===== src/rtl/mac_stop_ctrl_pkg.sv =====
// Shared definitions for the matrix MAC sequencer: FSM encoding and index-width helper.
package mac_stop_ctrl_pkg;

    typedef enum logic [1:0] {
        ST_IDLE  = 2'd0,
        ST_RUN   = 2'd1,
        ST_DRAIN = 2'd2,
        ST_DONE  = 2'd3
    } state_t;

    function automatic int idx_w(input int bound);
        return (bound > 1) ? $clog2(bound) : 1;
    endfunction

endpackage


===== src/rtl/mac_tag_pipe.sv =====
// PIPE_LAT-deep valid+payload shift register that carries loop indices alongside
// operand reads so each product leaves with its own index tuple.
module mac_tag_pipe #(
    parameter int PIPE_LAT = 2,
    parameter int TAG_W    = 6
) (
    input  logic             clk,
    input  logic             reset,
    input  logic             in_vld,
    input  logic [TAG_W-1:0] in_tag,
    output logic             out_vld,
    output logic [TAG_W-1:0] out_tag,
    output logic             empty
);

    logic [PIPE_LAT-1:0] vld_p;
    logic [TAG_W-1:0]    tag_p [PIPE_LAT];

    // Stage boundary: payload only moves with a valid, so the final stage holds its last tag.
    always_ff @(posedge clk or posedge reset) begin
        if (reset) begin
            vld_p <= '0;
            for (int s = 0; s < PIPE_LAT; s++) tag_p[s] <= '0;
        end else begin
            vld_p[0] <= in_vld;
            if (in_vld) tag_p[0] <= in_tag;
            for (int s = 1; s < PIPE_LAT; s++) begin
                vld_p[s] <= vld_p[s-1];
                if (vld_p[s-1]) tag_p[s] <= tag_p[s-1];
            end
        end
    end

    assign out_vld = vld_p[PIPE_LAT-1];
    assign out_tag = tag_p[PIPE_LAT-1];

    // High when nothing will remain after the next edge: the final stage is leaving now.
    always_comb begin
        empty = !in_vld;
        for (int s = 0; s < PIPE_LAT - 1; s++) begin
            if (vld_p[s]) empty = 1'b0;
        end
    end

endmodule


===== src/rtl/mac_stop_ctrl.sv =====
// Sequencer for C = A*B: walks (i, j, k) with k fastest, issues operand reads and
// delivers an index-tagged product strobe; supports abort with a clean drain.
module mac_stop_ctrl
    import mac_stop_ctrl_pkg::*;
#(
    parameter int M        = 4,
    parameter int K        = 4,
    parameter int N        = 4,
    parameter int PIPE_LAT = 2,
    localparam int AW_M    = idx_w(M),
    localparam int AW_K    = idx_w(K),
    localparam int AW_N    = idx_w(N)
) (
    input  logic            clk,
    input  logic            reset,
    input  logic            start,
    input  logic            stop,
    output logic            rd_en,
    output logic [AW_M-1:0] addr_a_row,
    output logic [AW_K-1:0] addr_a_col,
    output logic [AW_K-1:0] addr_b_row,
    output logic [AW_N-1:0] addr_b_col,
    output logic            mult_done,
    output logic [AW_M-1:0] tag_row,
    output logic [AW_K-1:0] tag_k,
    output logic [AW_N-1:0] tag_col,
    output logic            acc_clr,
    output logic            busy,
    output logic            done,
    output logic            aborted
);

    localparam int TAG_W = AW_M + AW_K + AW_N;

    state_t          state, state_nxt;
    logic [AW_M-1:0] i;
    logic [AW_K-1:0] k;
    logic [AW_N-1:0] j;
    logic            at_last;
    logic            pipe_empty;
    logic [TAG_W-1:0] tag_out;

    assign at_last = (i == AW_M'(M - 1)) && (j == AW_N'(N - 1)) && (k == AW_K'(K - 1));

    always_ff @(posedge clk or posedge reset) begin
        if (reset) state <= ST_IDLE;
        else       state <= state_nxt;
    end

    always_comb begin
        state_nxt = state;
        rd_en     = 1'b0;
        busy      = 1'b0;
        done      = 1'b0;
        acc_clr   = 1'b0;
        unique case (state)
            ST_IDLE: begin
                if (start) state_nxt = ST_RUN;
            end
            ST_RUN: begin
                busy = 1'b1;
                if (stop) begin
                    state_nxt = ST_DRAIN;
                end else begin
                    rd_en = 1'b1;
                    if (at_last) state_nxt = ST_DRAIN;
                end
            end
            ST_DRAIN: begin
                busy = 1'b1;
                if (pipe_empty) state_nxt = ST_DONE;
            end
            ST_DONE: begin
                done      = 1'b1;
                acc_clr   = aborted;
                state_nxt = ST_IDLE;
            end
        endcase
    end

    // Counters always hold the next tuple to issue; wraps compare against bound-1.
    always_ff @(posedge clk or posedge reset) begin
        if (reset) begin
            i       <= '0;
            j       <= '0;
            k       <= '0;
            aborted <= 1'b0;
        end else begin
            if (state == ST_IDLE && start) begin
                i       <= '0;
                j       <= '0;
                k       <= '0;
                aborted <= 1'b0;
            end else if (rd_en) begin
                if (k == AW_K'(K - 1)) begin
                    k <= '0;
                    if (j == AW_N'(N - 1)) begin
                        j <= '0;
                        if (i == AW_M'(M - 1)) i <= '0;
                        else                   i <= i + 1'b1;
                    end else begin
                        j <= j + 1'b1;
                    end
                end else begin
                    k <= k + 1'b1;
                end
            end
            if (state == ST_RUN && stop) aborted <= 1'b1;
        end
    end

    assign addr_a_row = i;
    assign addr_a_col = k;
    assign addr_b_row = k;
    assign addr_b_col = j;

    mac_tag_pipe #(
        .PIPE_LAT (PIPE_LAT),
        .TAG_W    (TAG_W)
    ) u_tag_pipe (
        .clk     (clk),
        .reset   (reset),
        .in_vld  (rd_en),
        .in_tag  ({i, k, j}),
        .out_vld (mult_done),
        .out_tag (tag_out),
        .empty   (pipe_empty)
    );

    assign {tag_row, tag_k, tag_col} = tag_out;

endmodule


===== config.mk =====
export PLATFORM = sky130hd
export DESIGN_NAME = mac_stop_ctrl
export DESIGN_NICKNAME = d
export VERILOG_FILES = /design/src/rtl/mac_stop_ctrl_pkg.sv /design/src/rtl/mac_tag_pipe.sv /design/src/rtl/mac_stop_ctrl.sv
export SDC_FILE = /design/constraint.sdc
export NUM_CORES = 1
export LEC_CHECK = 0
export ABC_CLOCK_PERIOD_IN_PS = 2650
export CORE_MARGIN = 10
export CORE_UTILIZATION = 53
export CTS_CLUSTER_SIZE = 30
export DETAILED_ROUTE_END_ITERATION = 8
export PLACE_DENSITY = 0.82
export SLEW_MARGIN = 20
export SYNTH_ARGS = -nofsm -noshare
export SYNTH_HDL_FRONTEND = slang
export SYNTH_SLANG_ARGS = --single-unit

===== constraint.sdc =====
create_clock -name clk -period 2.65 [get_ports clk]
set_input_delay 0.53 -clock clk [delete_from_list [all_inputs] [get_ports clk]]
set_output_delay 0.53 -clock clk [all_outputs]
set_load 0.03 [all_outputs]

Word-level counts from Yosys, hierarchy flattened
Cells that the tools add are included.
{"block": "totals", "reg_bits": 23, "out_inout_bits": 20, "wordCells": 59}
{"block": "op_classes", "add_sub_neg": 3, "eq_ne": 9, "muxes": 25, "reduce_logical": 14}
{"cell": "$mux 2", "n": 16}
{"cell": "$eq 2x2->1 const B", "n": 5}
{"cell": "$mux 1", "n": 8}
{"cell": "$pmux 2 s4", "n": 1}
{"cell": "$reduce_bool 2->1", "n": 4}
{"cell": "$add 2x1->2 const B", "n": 3}
{"cell": "$reduce_and 3->1", "n": 2}
{"cell": "$logic_and 1x1->1", "n": 4}
{"cell": "$ne 2x2->1 const B", "n": 2}
{"cell": "$ne 3x3->1 const B", "n": 1}
{"cell": "$eq 2x1->1 const B", "n": 1}
{"cell": "$logic_not 2->1", "n": 1}
{"cell": "$reduce_and 2->1", "n": 1}
{"cell": "$reduce_or 2->1", "n": 1}
{"cell": "$logic_not 1->1", "n": 1}

Logic depth before layout (Yosys ltp)
Gate-level depths: netlist of the first run.
{"block": "logic_depth", "depth_word": 6, "mapped_depth": 7, "mapped_depth_nobuf": 7}

By module
A second synthesis of the first run with hierarchy kept.
{"block": "hier_totals", "hier_cells": 88, "area_unflattened_um2": 1151.1}
{"mod": "mac_tag_pipe", "instances": 1, "cells_per_inst": 36, "area_each_um2": 605.6}
{"mod": "mac_stop_ctrl", "instances": 1, "cells_per_inst": 52, "area_each_um2": 545.5}

Worst setup path after synthesis of the first run
OpenSTA, ideal clock, no wires.
{"block": "synth_path", "path_type": "reg2reg", "from": "register k[0] (netlist: addr_a_col[0])", "to": "register state[1]", "setup_time_ps": 125, "t_arrival_ps": 1569, "required_time_ps": 2525, "slack_ps": 956, "stages_incl_launch_ff": 6, "period_less_slack_ps": 1694, "path_cell_list": "dfrtp_1 ha_1 and4b_1 a21oi_2 a21oi_2 mux2_4"}
{"block": "synth_via", "elab_chain_cells": 4}
{"element": "start: declaration", "line": "mac_stop_ctrl.sv:37", "rtl": "logic [AW_K-1:0] k;"}
{"element": "start signal: assignment", "line": "mac_stop_ctrl.sv:105", "rtl": "k <= k + 1'b1;"}
{"element": "$eq 2x2->1", "line": "mac_stop_ctrl.sv:43", "rtl": "assign at_last = (i == AW_M'(M - 1)) && (j == AW_N'(N - 1)) && (k == AW_K'(K - 1));"}
{"element": "$logic_and 1x1->1", "line": "mac_stop_ctrl.sv:43"}
{"element": "$ne 3x3->1 (no source line)"}
{"element": "$reduce_and 3->1 (no source line)"}
{"element": "end signal: assignment", "line": "mac_stop_ctrl.sv:47", "rtl": "else state <= state_nxt;"}
{"element": "end: declaration", "line": "mac_stop_ctrl.sv:35", "rtl": "state_t state, state_nxt;"}
No other way between the ends.
A chain may end at the register's enable or synchronous reset.

Worst setup path in the final report of the first run
{"block": "layout_path", "from": "register state[1]", "to": "output rd_en"}
{"block": "layout_via", "elab_chain_cells": 2}
{"element": "$eq 2x1->1", "line": "mac_stop_ctrl.sv:56", "rtl": "unique case (state)"}
{"element": "$mux 1", "line": "mac_stop_ctrl.sv:56"}
{"element": "end: declaration", "line": "mac_stop_ctrl.sv:18", "rtl": "output logic rd_en,"}
No other way between the ends.

==> impl_metrics.json, run 1 <==
{
  "worst_pin_slew_ns": 0.8169,
  "worst-setup-path-type": "reg2out",
  "overflow": 0,
  "area_growth_pct": 20.39,
  "cts-resized-gates": 0,
  "die_h_um": 65.66,
  "leakagePower_nw": 0.6673,
  "yosysWarnings": 0,
  "grt_pass1_vias": 765,
  "drtPass1Iterations": 4,
  "post-cts-setup-buffers": 0,
  "grt_max_degree": 24,
  "skew_ns": 0.005707,
  "p_comb_share_pct": 49.7,
  "synth.net_count": 112,
  "die_x_um": 65.66,
  "drt-total-wl_mm": 1.979,
  "clk_path_buf_depth": 2,
  "drc_errors": 0,
  "drive_above_1_share_pct": 14.29,
  "start_util_pct": 56.31,
  "critical_path.max_fanout": 4,
  "hpwl_mm": 1.524,
  "power_density_nw_per_um2": 985.8,
  "cts_buffers": 3,
  "fmaxAchievable_mhz": 415.3,
  "layout_setup_ws_ns": 0.2418,
  "clkLatencyLatePin_ns": 0.30,
  "cts_hold_buf": 0,
  "core_um2": 1962,
  "pin_count": 24,
  "worstPathRequired_ns": 2.12,
  "wire_per_inst_um": 13.55,
  "io_buffers": 23,
  "grt_first_pass_wirelength_mm": 3.519,
  "synth.distinct_cells": 25,
  "arrival_ns": 1.88,
  "clock_power_share_pct": 12.0,
  "grt.total_usage_pct": 10.24,
  "dp_slack_ns": 0.2600,
  "hold_path.class": "reg2reg",
  "p_int_mw": 0.7779,
  "die-area_um2": 4311,
  "vias": 708,
  "irDropWorstVdd_mv": 0.7022,
  "maxSlewViolCount": 0,
  "whs_path_depth": 2,
  "n_antenna_cell": 0,
  "yosys-top-cells-area": "dfrtp_1 52%, nand2_1 8.2%, ha_1 7.9%, mux2_2 6.1%, buf_4 5.4%",
  "holdWs_ns": 0.4828,
  "cts.clk_slew.worst_paths_ns": 0.12,
  "syn_area_per_cell_um2": 10.94,
  "period_share_pct": 90.87,
  "layout_common_cells": "24 x nand2_1, 23 x dfrtp_1, 23 x clkdlybuf4s50_1, 7 x ha_1, 6 x mux2_2",
  "maxCapViolations": 0,
  "rsz0062_at_grt": "no",
  "ys_seq_area_share_pct": 52.10,
  "synth_area_um2": 1105,
  "final_util_pct": 67.79,
  "antenna_left": 0,
  "synth_top_area_cell": "dfrtp_1",
  "cts.sinks": 23,
  "synth_top_area_share_pct": 52.10,
  "startpoint_type": "register",
  "worstSetupEndpointType": "output port",
  "root_buffer": "clkbuf_4",
  "p_sw_share_pct": 40.67,
  "pwr-share-seq_pct": 38.4,
  "reg2reg_depth": 8,
  "hold_violations": 0,
  "nets": 131,
  "htreeDepth": 1,
  "tns_ns": 0,
  "slew_headroom_pct": 45.48,
  "viasPerCell": 4.849,
  "drt_iter0_drc": 10,
  "layout_commonest_cell": "nand2_1",
  "ys_ff_latch": 23,
  "outcome": "complete, no violations",
  "antenna_found_initial": 0,
  "synth_cells": 101,
  "p_sw_mw": 0.5332,
  "tritoncts": "done",
  "place_congestion": 0.7779,
  "final.min_clock_period_ns": 2.408,
  "setup_viol": 0,
  "row_count": 16
}
[worst paths after layout]
| check | start | end | slack, ns |
|---|---|---|---|
| setup / recovery | state[1]$_DFFE_PP0P_ | rd_en | 0.24 |
| hold / removal | u_tag_pipe.tag_p[9]$_DFFE_PP0P_ | u_tag_pipe.tag_p[9]$_DFFE_PP0P_ | 0.48 |
| setup reg to reg | state[1]$_DFFE_PP0P_ | addr_a_row[0]$_DFFE_PP0P_ | 0.95 |
| hold reg to reg | u_tag_pipe.tag_p[9]$_DFFE_PP0P_ | u_tag_pipe.tag_p[9]$_DFFE_PP0P_ | 0.48 |
| max in group asynchronous | reset | addr_a_row[1]$_DFFE_PP0P_ | 1.47 |
| min in group asynchronous | reset | u_tag_pipe.out_tag[1]$_DFFE_PP0P_ | 0.67 |
[cells in the mapped netlist (all sizes together)]
library cell,instances
a21oi,7
and2,2
and4b,1
buf,10
clkbuf,1
dfrtp,23
ha,7
inv,6
mux2,7
mux2i,1
nand2,24
nand2b,1
nand3,2
nand3b,1
nor2,3
nor3,2
o21ai,1
o32a,1
or3,1
[critical path, cell delays in order (launching register included)]
cell             delay, ns
dfrtp_1               0.43
inv_1                 0.09
ha_1                  0.24
nand2b_4              0.09
inv_6                 0.05
clkdlybuf4s50_1       0.67
[logic make-up (layout without fill, tap and decap cells)]
group,Yosys count,count (layout),share of synthesized area [%]
and+or+nand+nor,37,37,16.65
DFF,23,23,52.09
buffers and inverters,17,35,9.739
AOI/OAI and AO/OA,9,9,5.209
muxes,8,8,8.380
adders and majority gates,7,7,7.927
[layout make-up]
| class | instances | area (um2) |
|---|---|---|
| inverters | 6 | 27.53 |
| well taps | 27 | 33.78 |
| multi-input cells | 61 | 421.7 |
| flip-flops and latches | 23 | 575.6 |
| fillers | 164 | 631.9 |
| repair buffers | 25 | 245.2 |
| clock buffers | 4 | 26.28 |
[through the flow]
step	cells	cell area, um2	total power [mW]
floorplan	101	1105	0.9775
global placement	142	1304	1.152
detailed placement	142	1304	1.171
CTS	146	1330	1.331
global route	146	1330	1.402
finish	146	1330	1.311
[power by group through the flow]
stage | registers [mW] | logic [mW] | clock network (mW)
2_1_floorplan | 0.541 | 0.436 | 0
3_3_place_gp | 0.507 | 0.645 | 0
3_5_place_dp | 0.512 | 0.659 | 0
4_1_cts | 0.506 | 0.663 | 0.162
5_1_grt | 0.517 | 0.707 | 0.178
6_report | 0.503 | 0.651 | 0.157
[flip-flops by register name, summed over array words and instances (netlist names)]
| register | flops |
|---|---|
| state | 2 |
| u_tag_pipe.out_tag | 6 |
| u_tag_pipe.tag_p | 6 |
| addr_a_col | 2 |
| addr_a_row | 2 |
| u_tag_pipe.vld_p | 2 |
| addr_b_col | 2 |
| aborted | 1 |
[metal layers]
layer	global-route usage, %	vias to the layer above	wire (um)
met3	4.237	2	135
met2	17.51	14	1041
li1	-	356	-
met5	0	-	0
met4	4.545	0	9
met1	10.71	336	792
Note: power is estimated with default switching activity, not from simulation.
==> inputs of run 2 (changes only) <==
--- a/config.mk
+++ b/config.mk
@@ -10,7 +10,7 @@
 export CORE_UTILIZATION = 53
 export CTS_CLUSTER_SIZE = 30
 export DETAILED_ROUTE_END_ITERATION = 8
-export PLACE_DENSITY = 0.82
+export PLACE_DENSITY = 0.83
 export SLEW_MARGIN = 20
 export SYNTH_ARGS = -nofsm -noshare
 export SYNTH_HDL_FRONTEND = slang
==> impl_metrics.json, run 2 (synthesized netlist as in run 1, its figures left out) <==
{
  "setup_viol": 0,
  "whs_path_depth": 2,
  "met1_usage_pct": 10.11,
  "start_util_pct": 56.31,
  "stdcell_count": 146,
  "drt-total-wl_mm": 1.869,
  "skew_ns": 0.005026,
  "r2r_start": "state[1]$_DFFE_PP0P_",
  "grt_pass1_vias": 781,
  "die_h_um": 65.66,
  "gr-usage-met2_pct": 15.46,
  "holdWs_ns": 0.4797,
  "vias": 719,
  "die-area_um2": 4311,
  "dp_slack_ns": 0.1807,
  "layout_commonest_cell": "nand2_1",
  "core_um2": 1962,
  "root_buffer": "clkbuf_4",
  "rsz0062_at_grt": "no",
  "hold_violations": 0,
  "drtPass1Iterations": 4,
  "io_buffers": 23,
  "die_x_um": 65.66,
  "hold_path.class": "reg2reg",
  "grt_max_degree": 24,
  "n_antenna_cell": 0,
  "row_count": 16,
  "rr_endpoint": "state[1]$_DFFE_PP0P_",
  "leakagePower_nw": 0.6668,
  "power_density_nw_per_um2": 975.7,
  "cts-resized-gates": 0,
  "r2r_setup_slack_ns": 0.98,
  "final.min_clock_period_ns": 2.466,
  "drc_errors": 0,
  "critical_path.max_fanout": 11,
  "cts_hold_buf": 0,
  "nets": 131,
  "fmaxAchievable_mhz": 405.5,
  "place_congestion": 0.6989,
  "layout_common_cells": "24 x nand2_1, 23 x dfrtp_1, 23 x clkdlybuf4s50_1, 7 x ha_1, 6 x mux2_2",
  "clkLatencyLatePin_ns": 0.30,
  "grt.total_usage_pct": 9.370,
  "hold_start": "u_tag_pipe.tag_p[8]$_DFFE_PP0P_",
  "layout_setup_ws_ns": 0.1841,
  "startpoint_type": "register",
  "whs_endpoint": "u_tag_pipe.tag_p[8]$_DFFE_PP0P_",
  "post-cts-setup-buffers": 0,
  "cts_buffers": 3,
  "worstSetupEndpointType": "output port",
  "worst_pin_slew_ns": 0.3248,
  "drt_iter0_drc": 7,
  "cts.sinks": 23,
  "wire_per_inst_um": 12.80,
  "drive_above_1_share_pct": 14.29,
  "maxCapViolations": 0,
  "worstPathRequired_ns": 2.12,
  "fillers": 161,
  "pin_count": 24,
  "slew_headroom_pct": 78.28,
  "met3_usage_pct": 4.237,
  "overflow": 0,
  "antenna_found_initial": 0,
  "cts.clk_slew.worst_paths_ns": 0.12,
  "tns_ns": 0,
  "arrival_ns": 1.94,
  "worst-setup-path-type": "reg2out",
  "tritoncts": "done",
  "maxSlewViolCount": 0,
  "top_usage_layer": "met2",
  "hpwl_mm": 1.431,
  "place_inst": 142,
  "viasPerCell": 4.925,
  "htreeDepth": 1,
  "reg2reg_depth": 7,
  "area_growth_pct": 20.39,
  "outcome": "complete, no violations",
  "clk_path_buf_depth": 2,
  "antenna_left": 0,
  "irDropWorstVdd_mv": 0.9664,
  "grt_first_pass_wirelength_mm": 3.312,
  "period_share_pct": 93.05
}
-- run 2: cell counts in the layout (fill, tap and decap cells not counted) --
Identical to the previous run, type by type.
-- run 2: where the power goes --
group          internal [mW]  switching, mW  leakage, nW
logic                  0.282          0.359        0.343
registers              0.433         0.0688        0.309
clock network         0.0586         0.0965       0.0150
-- run 2: how the worst max path moves through the flow --
stage	startpoint	endpoint	cells past startpoint
after floorplan	addr_a_col[0]$_DFFE_PP0P_	state[1]$_DFFE_PP0P_	5
after global placement	stop	rd_en	4
after detailed placement	stop	rd_en	4
after CTS	state[1]$_DFFE_PP0P_	rd_en	5
after global routing	state[1]$_DFFE_PP0P_	rd_en	5
final	state[1]$_DFFE_PP0P_	rd_en	5
-- run 2: per-stage QoR --
stage | power [mW] | utilization (%) | area [um2]
after floorplan | 0.9775 | - | 1105
after global placement | 1.144 | 66.45 | 1304
after detailed placement | 1.162 | 66.45 | 1304
after CTS | 1.321 | 67.79 | 1330
after global routing | 1.390 | 67.79 | 1330
final | 1.298 | 67.79 | 1330
-- run 2: per-layer routing --
layer  part of all wire [%]  vias to the layer above
li1                       -                      361
met1                     43                      338
met2                     48                       16
met3                    8.2                        4
met4                    1.0                        0
met5                      0                        -
-- run 2: cell type report --
type | instances | area [um2] | area share, %
clock buffers | 4 | 26.28 | 1.976
inverters | 6 | 27.53 | 2.070
multi-input cells | 61 | 421.7 | 31.70
flip-flops and latches | 23 | 575.6 | 43.27
well taps | 27 | 33.78 | 2.540
repair buffers | 25 | 245.2 | 18.44
-- run 2: critical path: stages (launching register included) --
cell	delay, ns
dfrtp_1	0.43
inv_1	0.09
ha_1	0.23
nand2b_4	0.09
inv_6	0.10
clkdlybuf4s50_1	0.69
